**src/rtl/carry_chain_pkg.sv**
```systemverilog
// Shared types and helpers for the pipelined carry-chain adder.
// The entry record here is sized at the default width; the top re-declares it at its own WIDTH.
package carry_chain_pkg;

    localparam int DEF_WIDTH = 32;
    localparam int DEF_SEG   = 8;

    function automatic int stages(input int width, input int seg);
        return (seg > 0) ? (width / seg) : 0;
    endfunction

    typedef struct packed {
        logic                 valid;
        logic [DEF_WIDTH-1:0] a_rem;
        logic [DEF_WIDTH-1:0] b_rem;
        logic                 carry;
        logic [DEF_WIDTH-1:0] sum_done;
    } stage_rec_t;

endpackage

```
**src/rtl/carry_chain_seg.sv**
```systemverilog
// Combinational SEG-bit ripple segment built from 1-bit carry cells.
// c_msb is the carry into the top bit, needed for signed overflow in the last stage.
module carry_chain_seg #(
    parameter int SEG = 8
) (
    input  logic [SEG-1:0] a,
    input  logic [SEG-1:0] b,
    input  logic           cin,
    output logic [SEG-1:0] sum,
    output logic           cout,
    output logic           c_msb
);

    logic [SEG:0] c;

    assign c[0] = cin;

    for (genvar i = 0; i < SEG; i++) begin : g_bit
        assign sum[i]   = a[i] ^ b[i] ^ c[i];
        assign c[i+1]   = (a[i] & b[i]) | (c[i] & (a[i] ^ b[i]));
    end

    assign cout  = c[SEG];
    assign c_msb = c[SEG-1];

endmodule

```
**src/rtl/carry_chain_pipe_adder.sv**
```systemverilog
// Pipelined WIDTH-bit add/subtract: one SEG-bit ripple segment resolved per register stage,
// with valid/ready handshake and a single global stall that freezes every stage.
module carry_chain_pipe_adder
    import carry_chain_pkg::*;
#(
    parameter int WIDTH = DEF_WIDTH,
    parameter int SEG   = DEF_SEG
) (
    input  logic             clk,
    input  logic             rst,
    input  logic             in_valid,
    output logic             in_ready,
    input  logic [WIDTH-1:0] a,
    input  logic [WIDTH-1:0] b,
    input  logic             cin,
    input  logic             sub,
    output logic             out_valid,
    input  logic             out_ready,
    output logic [WIDTH-1:0] sum,
    output logic             cout,
    output logic             ovf
);

    localparam int STAGES = stages(WIDTH, SEG);

    if (SEG < 1 || WIDTH < SEG || (WIDTH % SEG) != 0) begin : g_bad_params
        $fatal(1, "carry_chain_pipe_adder: WIDTH (%0d) must be a positive multiple of SEG (%0d)", WIDTH, SEG);
    end

    typedef struct packed {
        logic             valid;
        logic [WIDTH-1:0] a_rem;
        logic [WIDTH-1:0] b_rem;
        logic             carry;
        logic [WIDTH-1:0] sum_done;
    } stage_t;

    stage_t         in_rec;
    stage_t         src      [STAGES];
    stage_t         stage_d  [STAGES];
    stage_t         stage_q  [STAGES];
    logic [SEG-1:0] seg_a    [STAGES];
    logic [SEG-1:0] seg_b    [STAGES];
    logic [SEG-1:0] seg_sum  [STAGES];
    logic           seg_cin  [STAGES];
    logic           seg_cout [STAGES];
    logic           seg_cmsb [STAGES];
    logic           stall;
    logic           en;
    logic           ovf_d;
    logic           ovf_q;

    assign stall    = stage_q[STAGES-1].valid & ~out_ready;
    assign en       = ~stall;
    assign in_ready = ~stall;

    // Subtraction is a + ~b + 1, so the carry-in is forced high and cin is ignored.
    always_comb begin
        in_rec          = '0;
        in_rec.valid    = in_valid;
        in_rec.a_rem    = a;
        in_rec.b_rem    = sub ? ~b : b;
        in_rec.carry    = sub ? 1'b1 : cin;
        in_rec.sum_done = '0;
    end

    for (genvar k = 0; k < STAGES; k++) begin : g_stage
        if (k == 0) begin : g_first
            assign src[k] = in_rec;
        end else begin : g_next
            assign src[k] = stage_q[k-1];
        end

        assign seg_a[k]   = src[k].a_rem[k*SEG +: SEG];
        assign seg_b[k]   = src[k].b_rem[k*SEG +: SEG];
        assign seg_cin[k] = src[k].carry;

        carry_chain_seg #(.SEG(SEG)) u_seg (
            .a     (seg_a[k]),
            .b     (seg_b[k]),
            .cin   (seg_cin[k]),
            .sum   (seg_sum[k]),
            .cout  (seg_cout[k]),
            .c_msb (seg_cmsb[k])
        );
    end

    always_comb begin
        for (int k = 0; k < STAGES; k++) begin
            stage_d[k]                        = src[k];
            stage_d[k].sum_done[k*SEG +: SEG] = seg_sum[k];
            stage_d[k].carry                  = seg_cout[k];
        end
        ovf_d = seg_cmsb[STAGES-1] ^ seg_cout[STAGES-1];
    end

    // Stage registers: reset clears everything, a stall freezes every stage together.
    always_ff @(posedge clk) begin
        if (rst) begin
            for (int k = 0; k < STAGES; k++) begin
                stage_q[k] <= '0;
            end
            ovf_q <= 1'b0;
        end else if (en) begin
            for (int k = 0; k < STAGES; k++) begin
                stage_q[k] <= stage_d[k];
            end
            ovf_q <= ovf_d;
        end
    end

    assign out_valid = stage_q[STAGES-1].valid;
    assign sum       = stage_q[STAGES-1].sum_done;
    assign cout      = stage_q[STAGES-1].carry;
    assign ovf       = ovf_q;

endmodule

```
**config.mk**
```make
export PLATFORM = sky130hd
export DESIGN_NAME = carry_chain_pipe_adder
export DESIGN_NICKNAME = d
export VERILOG_FILES = /design/src/rtl/carry_chain_pkg.sv /design/src/rtl/carry_chain_seg.sv /design/src/rtl/carry_chain_pipe_adder.sv
export SDC_FILE = /design/constraint.sdc
export NUM_CORES = 1
export LEC_CHECK = 0
export CAP_MARGIN = 0
export CORE_ASPECT_RATIO = 1.1
export CORE_MARGIN = 2
export CORE_UTILIZATION = 45
export DETAILED_ROUTE_END_ITERATION = 8
export PLACE_DENSITY = 0.66
export SKIP_CTS_REPAIR_TIMING = 1
export SYNTH_ARGS = -nofsm -noshare
export SYNTH_HDL_FRONTEND = slang
export SYNTH_HIERARCHICAL = 1
export SYNTH_SLANG_ARGS = --single-unit
```
**constraint.sdc**
```tcl
create_clock -name clk -period 8.1 [get_ports clk]
set_clock_uncertainty 0.05 [all_clocks]
set_input_delay 2.025 -clock clk [delete_from_list [all_inputs] [get_ports clk]]
set_output_delay 2.025 -clock clk [all_outputs]
set_load 0.1 [all_outputs]
```
==> out/results.ini, run 1 <==
[clock_network]
cts_buffers = 17
clock_latency_ns = 0.42
cts.clk_slew.worst_paths_ns = 0.06
cts.path.max_buffers = 2
cts-htree-levels = 4
clockRootBuffer = clkbuf_16
cts_num_sinks = 185
cts_tree = built

[timing]
worstMarginPinSlew_ns = 1.27
final_max_slew_viol_count = 0
setup_viol = 0
hold_viol = 0
setup_tns_ns = 0
fmax_ghz = 0.167
post-route-period-util_pct = 73.8
finalCriticalPeriod_ns = 5.98
max_slew_margin_pct = 15.4
rsz0062_at_grt = false

[critical_path]
reg2reg_depth = 14
cp.required_ns = 8.18
critPathBufInv = 5
crit_slowest_cell = buf_2
worst_setup_path_start_kind = input port
timing.rr.end = ovf
path_cells = buf_2 -> xor2_1 -> fa_1 -> inv_1 -> fa_1 -> inv_1 -> fa_1 -> fa_1 -> fa_1 -> fa_1 -> inv_1 -> fa_1 -> inv_1 -> fa_1 -> nor3b_1
cpMostUsedCell = fa_1
critPathMaxFanout = 33
r2r-start = stage_q[0][261]
setup.worst_path.start = sub
reg2reg_setup_slack_ns = 4.11
cp-end-kind = register
cp-endpoint = stage_q[0][7]
path_class = in -> reg
worstPathArrival_ns = 6.06
max_stage_delay_ns = 0.71
cpLargestDelayFamily = adder cells
cp_num_cells = 15

[place]
io_buffers = 105
dp_hpwl_mm = 7.54
placed_cells = 840
place_congestion = 0.729

[logic_synthesis]
yosysSeqAreaShare_pct = 61.4
synth_area_sq_mm = 0.00903
ys_ff_latch = 185
synthDistinctLibCells = 20
syn-mean-instance-area_sq_um = 17.2
synth_top_area_share_pct = 61.2
synth_area_leader_cell = edfxtp_1
synth_cells = 526
synth_nets = 628
synthTopCellsByArea = edfxtp_1 61%, nor3b_2 17%, fa_1 7.1%
yosysWarnings = 6

[floorplan]
fp-row-count = 54
die_x_um = 139
coreArea_sq_mm = 0.0197
start_util_pct = 45.8
die_height_um = 153
io_pins = 106
dieArea_sq_mm = 0.0212

[run]
maxCapViolCount = 0

[finish]
syn2layout_area_growth_pct = 18.5
fillers = 1591
fin_nets = 709
multi_input_area_sq_mm = 0.00300
regArea_sq_mm = 0.00555
drive_gt1_share_pct = 28.5
fin_cells = 873

[power_and_ir_drop]
power_uw = 2250
p_per_area_mw_per_mm2 = 211
p_leak_uw = 0.00406
ir_worst_vdd_mv = 0.141

[routing]
drt_iter0_drc = 220
antenna_left = 0
drc = 0
drt-total-wl_mm = 13.4
dr.pass1.iters = 4
via_count = 4274
viasPerCell = 4.90
wl_per_cell_um = 15.4

[grt]
first_global_vias = 4434
overflow = 0
antenna_found_initial = 1
grt_max_degree = 185
groute.usage.overall_pct = 13.4
grt_pass1_wl_mm = 22.6

[status]
outcome = complete, no violations

[worst_hold_path]
min_path_type = reg -> reg
min_from = stage_q[0][77]

[worst min-delay path by stage]
stage / to / slack, ns / cells after the start
floorplan: stage_q[0][123] / 0.49 / 1
global placement: stage_q[0][175] / 0.49 / 1
finish: stage_q[0][175] / 0.51 / 1
CTS: stage_q[0][134] / 0.52 / 1
detailed placement: stage_q[0][290] / 0.50 / 1
global route: stage_q[0][124] / 0.53 / 1
[placed cells by master (no fill, tap or decap), drive strengths merged]
master	Yosys	final
a211oi	1	1
buf	41	5
bufinv	0	3
clkbuf	5	18
clkdlybuf4s50	0	103
clkinv	0	8
clkinvlp	0	2
dfxtp	1	1
diode	0	1
edfxtp	184	184
fa	32	32
inv	41	42
nand2b	1	1
nor2b	1	1
nor3	24	24
nor3b	161	161
or2	1	1
xnor2	25	25
xor2	8	8
[layer usage]
| layer | vias up | part of all wire (%) | global-route usage (%) | wire [um] |
|---|---|---|---|---|
| met4 | 0 | 1.4 | 4.47 | 184 |
| met5 | - | 0 | 0 | 0 |
| met1 | 2127 | 43 | 17.4 | 5830 |
| met2 | 87 | 49 | 21.0 | 6600 |
| li1 | 2046 | - | - | - |
| met3 | 14 | 6.0 | 4.84 | 799 |
[worst reg2reg max path: cells and delay by family (launching register included)]
kind / cells / cell delay, ns
buffers and inverters: 4 / 0.27
xor gates and xnor gates: 1 / 0.31
DFF: 1 / 0.39
AOI/OAI and AO/OA: 1 / 0.13
adders and majority gates: 8 / 2.68
[Yosys cell counts (all sizes together)]
library cell / number
xor2: 8
xnor2: 25
fa: 32
dfxtp: 1
nor3: 24
or2: 1
buf: 41
nor3b: 161
nand2b: 1
inv: 41
edfxtp: 184
clkbuf: 5
nor2b: 1
a211oi: 1
[area by class of cell]
cell class	count	share of cell area, %
Tap cell	252	2.95
Sequential cell	185	51.8
Inverter	41	1.44
Antenna cell	1	0.0234
Clock buffer	18	4.01
Timing Repair Buffer	108	10.3
Clock inverter	14	1.44
Multi-Input combinational cell	254	28.0
[power by group]
group / total (uW) / internal [uW] / switching (uW)
Combinational: 281 / 123 / 158
Sequential: 1150 / 1130 / 20.3
Clock: 823 / 481 / 342
Total: 2250 / 1730 / 520
[per-stage QoR]
step | utilization [%] | setup slack (ns) | instance area (sq um) | hold slack [ns]
2_1_floorplan | - | 0.654 | 9030 | 0.487
6_report | 54.2 | 2.12 | 10700 | 0.513
4_1_cts | 54.2 | 2.10 | 10700 | 0.520
5_1_grt | 54.2 | 1.87 | 10700 | 0.530
3_3_place_gp | 51.3 | 1.76 | 10100 | 0.491
3_5_place_dp | 51.3 | 1.64 | 10100 | 0.503
[sequential cells by signal, indices dropped and copies added (netlist names)]
name and cells:
stage_q 184, ovf 1
[kinds of logic after synthesis]
group	after synthesis	share of synthesized area, %
AND/OR/NAND/NOR	188	22.7
XOR/XNOR	33	3.20
buffers and inverters	87	5.49
flip-flops	185	61.4
AO/OA/AOI/OAI	1	0.0832
adder cells (fa/ha/maj)	32	7.10
(Power assumes the default switching activity.)
==> inputs of run 2 (changes only) <==
PLACE_DENSITY = 0.69   (was 0.66)
clock period = 5.1 ns   (was 8.1 ns; I/O delays follow)
==> run 2 against run 1 <==
Compared with the run above:
- utilization increased by 0.27 points
- register-to-register slack got worse by 3.0 ns
- cell area increased by 0.49%
- largest power group unchanged
- clock power increased by 62%
- critical path depth unchanged
- critical endpoint unchanged
==> out/results.ini, run 2 (synthesized netlist as in run 1, its figures left out) <==
[routing]
drc = 0  ; unchanged
drt_iter0_drc = 251  ; +14%
dr.pass1.iters = 4  ; unchanged
via_count = 4262  ; -0.28%
wl_per_cell_um = 15.3  ; -0.70%
antenna_left = 0  ; unchanged
drt-total-wl_mm = 13.3  ; -0.48%
viasPerCell = 4.87  ; -0.51%

[critical_path]
reg2reg_depth = 13  ; -1
critPathBufInv = 5  ; unchanged
cp_num_cells = 15  ; unchanged
cpLargestDelayFamily = adder cells
path_class = in -> reg
cp.required_ns = 5.18  ; -3.00 ns
max_stage_delay_ns = 0.42  ; -0.29 ns
crit_slowest_cell = fa_1
worstPathArrival_ns = 4.98  ; -1.08 ns
cp-end-kind = register
worst_setup_path_start_kind = input port
timing.rr.end = stage_q[0][89]
reg2reg_setup_slack_ns = 1.15  ; -2.96 ns
critPathMaxFanout = 1  ; -97%
r2r-start = stage_q[0][49]
path_cells = clkdlybuf4s50_1 -> or2_2 -> fa_1 -> inv_1 -> fa_1 -> inv_1 -> fa_1 -> fa_1 -> fa_1 -> fa_1 -> inv_1 -> fa_1 -> inv_1 -> fa_1 -> nor3b_1
cpMostUsedCell = fa_1

[place]
io_buffers = 105  ; unchanged
place_congestion = 0.687  ; -5.8%
placed_cells = 844  ; +0.48%
dp_hpwl_mm = 7.80  ; +3.5%

[grt]
overflow = 0  ; unchanged
antenna_found_initial = 3  ; +2
grt_max_degree = 182  ; -1.6%
groute.usage.overall_pct = 13.3  ; -0.13 points
grt_pass1_wl_mm = 22.3  ; -1.2%
first_global_vias = 4441  ; +0.16%

[clock_network]
clock_latency_ns = 0.43  ; about the same
cts.clk_slew.worst_paths_ns = 0.07  ; about the same
cts.path.max_buffers = 2  ; unchanged
cts-htree-levels = 4  ; unchanged
cts_buffers = 17  ; unchanged
cts_tree = built
clockRootBuffer = clkbuf_16
cts_num_sinks = 185  ; unchanged

[finish]
drive_gt1_share_pct = 29.5  ; +0.99 points
fin_nets = 713  ; +0.56%
largest_reg_flops = 184  ; unchanged
syn2layout_area_growth_pct = 19.1
fillers = 1537  ; -3.4%
fin_cells = 875  ; +0.23%
top_register = stage_q
layout_common_cells = 184 x edfxtp_1, 120 x nor3b_2, 102 x clkdlybuf4s50_1
antennaDiodeCount = 0  ; -1
final_common_cell = edfxtp_1

[timing]
hold_viol = 0  ; unchanged
finalCriticalPeriod_ns = 4.89
fmax_ghz = 0.204
final_max_slew_viol_count = 0  ; unchanged
setup_viol = 0  ; unchanged
hold_slack_ns = 0.517  ; +0.00373 ns
rsz0062_at_grt = false
post-route-period-util_pct = 95.9
max_slew_margin_pct = 26.9  ; +11 points
worstMarginPinSlew_ns = 1.10  ; -0.171 ns

[floorplan]
start_util_pct = 45.8  ; unchanged
die_x_um = 139  ; unchanged
coreArea_sq_mm = 0.0197  ; unchanged
io_pins = 106  ; unchanged
fp-row-count = 54  ; unchanged
dieArea_sq_mm = 0.0212  ; unchanged
die_height_um = 153  ; unchanged

[status]
outcome = complete, no violations

[power_and_ir_drop]
p_per_area_mw_per_mm2 = 335  ; +59%
ir_worst_vdd_mv = 0.235  ; +67%
p_leak_uw = 0.00409  ; +0.69%

[run]
maxCapViolCount = 0  ; unchanged

[worst_hold_path]
hold-path-endpoint = stage_q[0][231]
hold_depth = 1  ; unchanged
min_from = stage_q[0][133]
min_path_type = reg -> reg

run 2: power by group:
group          switching [uW]  internal [uW]  leakage (uW)  total [uW]
combinational             253            198       0.00161         451
sequential               30.5           1790       0.00219        1820
clock                     558            773      0.000285        1330
run 2: final cells by class:
| class | instances | area [sq um] | area share, % |
|---|---|---|---|
| clock buffer | 17 | 425 | 3.96 |
| clock inverter | 14 | 173 | 1.61 |
| inverter | 41 | 154 | 1.43 |
| multi-input combinational | 254 | 3000 | 27.9 |
| sequential | 185 | 5550 | 51.6 |
| tap | 252 | 315 | 2.93 |
| timing repair buffer | 112 | 1140 | 10.6 |
run 2: per-layer routing:
layer  vias to the layer above  share of wire, %  routed length [um]  GRT usage [%]
li1                       2045                 -                   -              -
met1                      2107                43                5770           17.0
met2                        92                49                6580           20.8
met3                        16               6.1                 819           5.03
met4                         2               1.3                 170           4.62
met5                         -             0.082                  11              0
run 2: through the flow:
stage          cell area (sq um)  worst slack (ns)  setup TNS [ns]  power [uW]  utilization [%]
2_1_floorplan               9030           0.00523               0        2190                -
3_3_place_gp               10200            -0.178          -0.283        2300             51.5
3_5_place_dp               10200            -0.267          -0.432        2310             51.5
4_1_cts                    10800             0.213               0        3640             54.5
5_1_grt                    10800            0.0477               0        3740             54.5
6_report                   10800             0.210               0        3610             54.5
run 2: how the worst max path moves through the flow:
stage          startpoint       endpoint  slack [ns]
5_1_grt               cin  stage_q[0][7]        0.05
3_3_place_gp          cin  stage_q[0][7]       -0.18
2_1_floorplan         sub  stage_q[0][7]       0.005
4_1_cts               cin  stage_q[0][7]        0.21
6_report              cin  stage_q[0][7]        0.21
3_5_place_dp          cin  stage_q[0][7]       -0.27
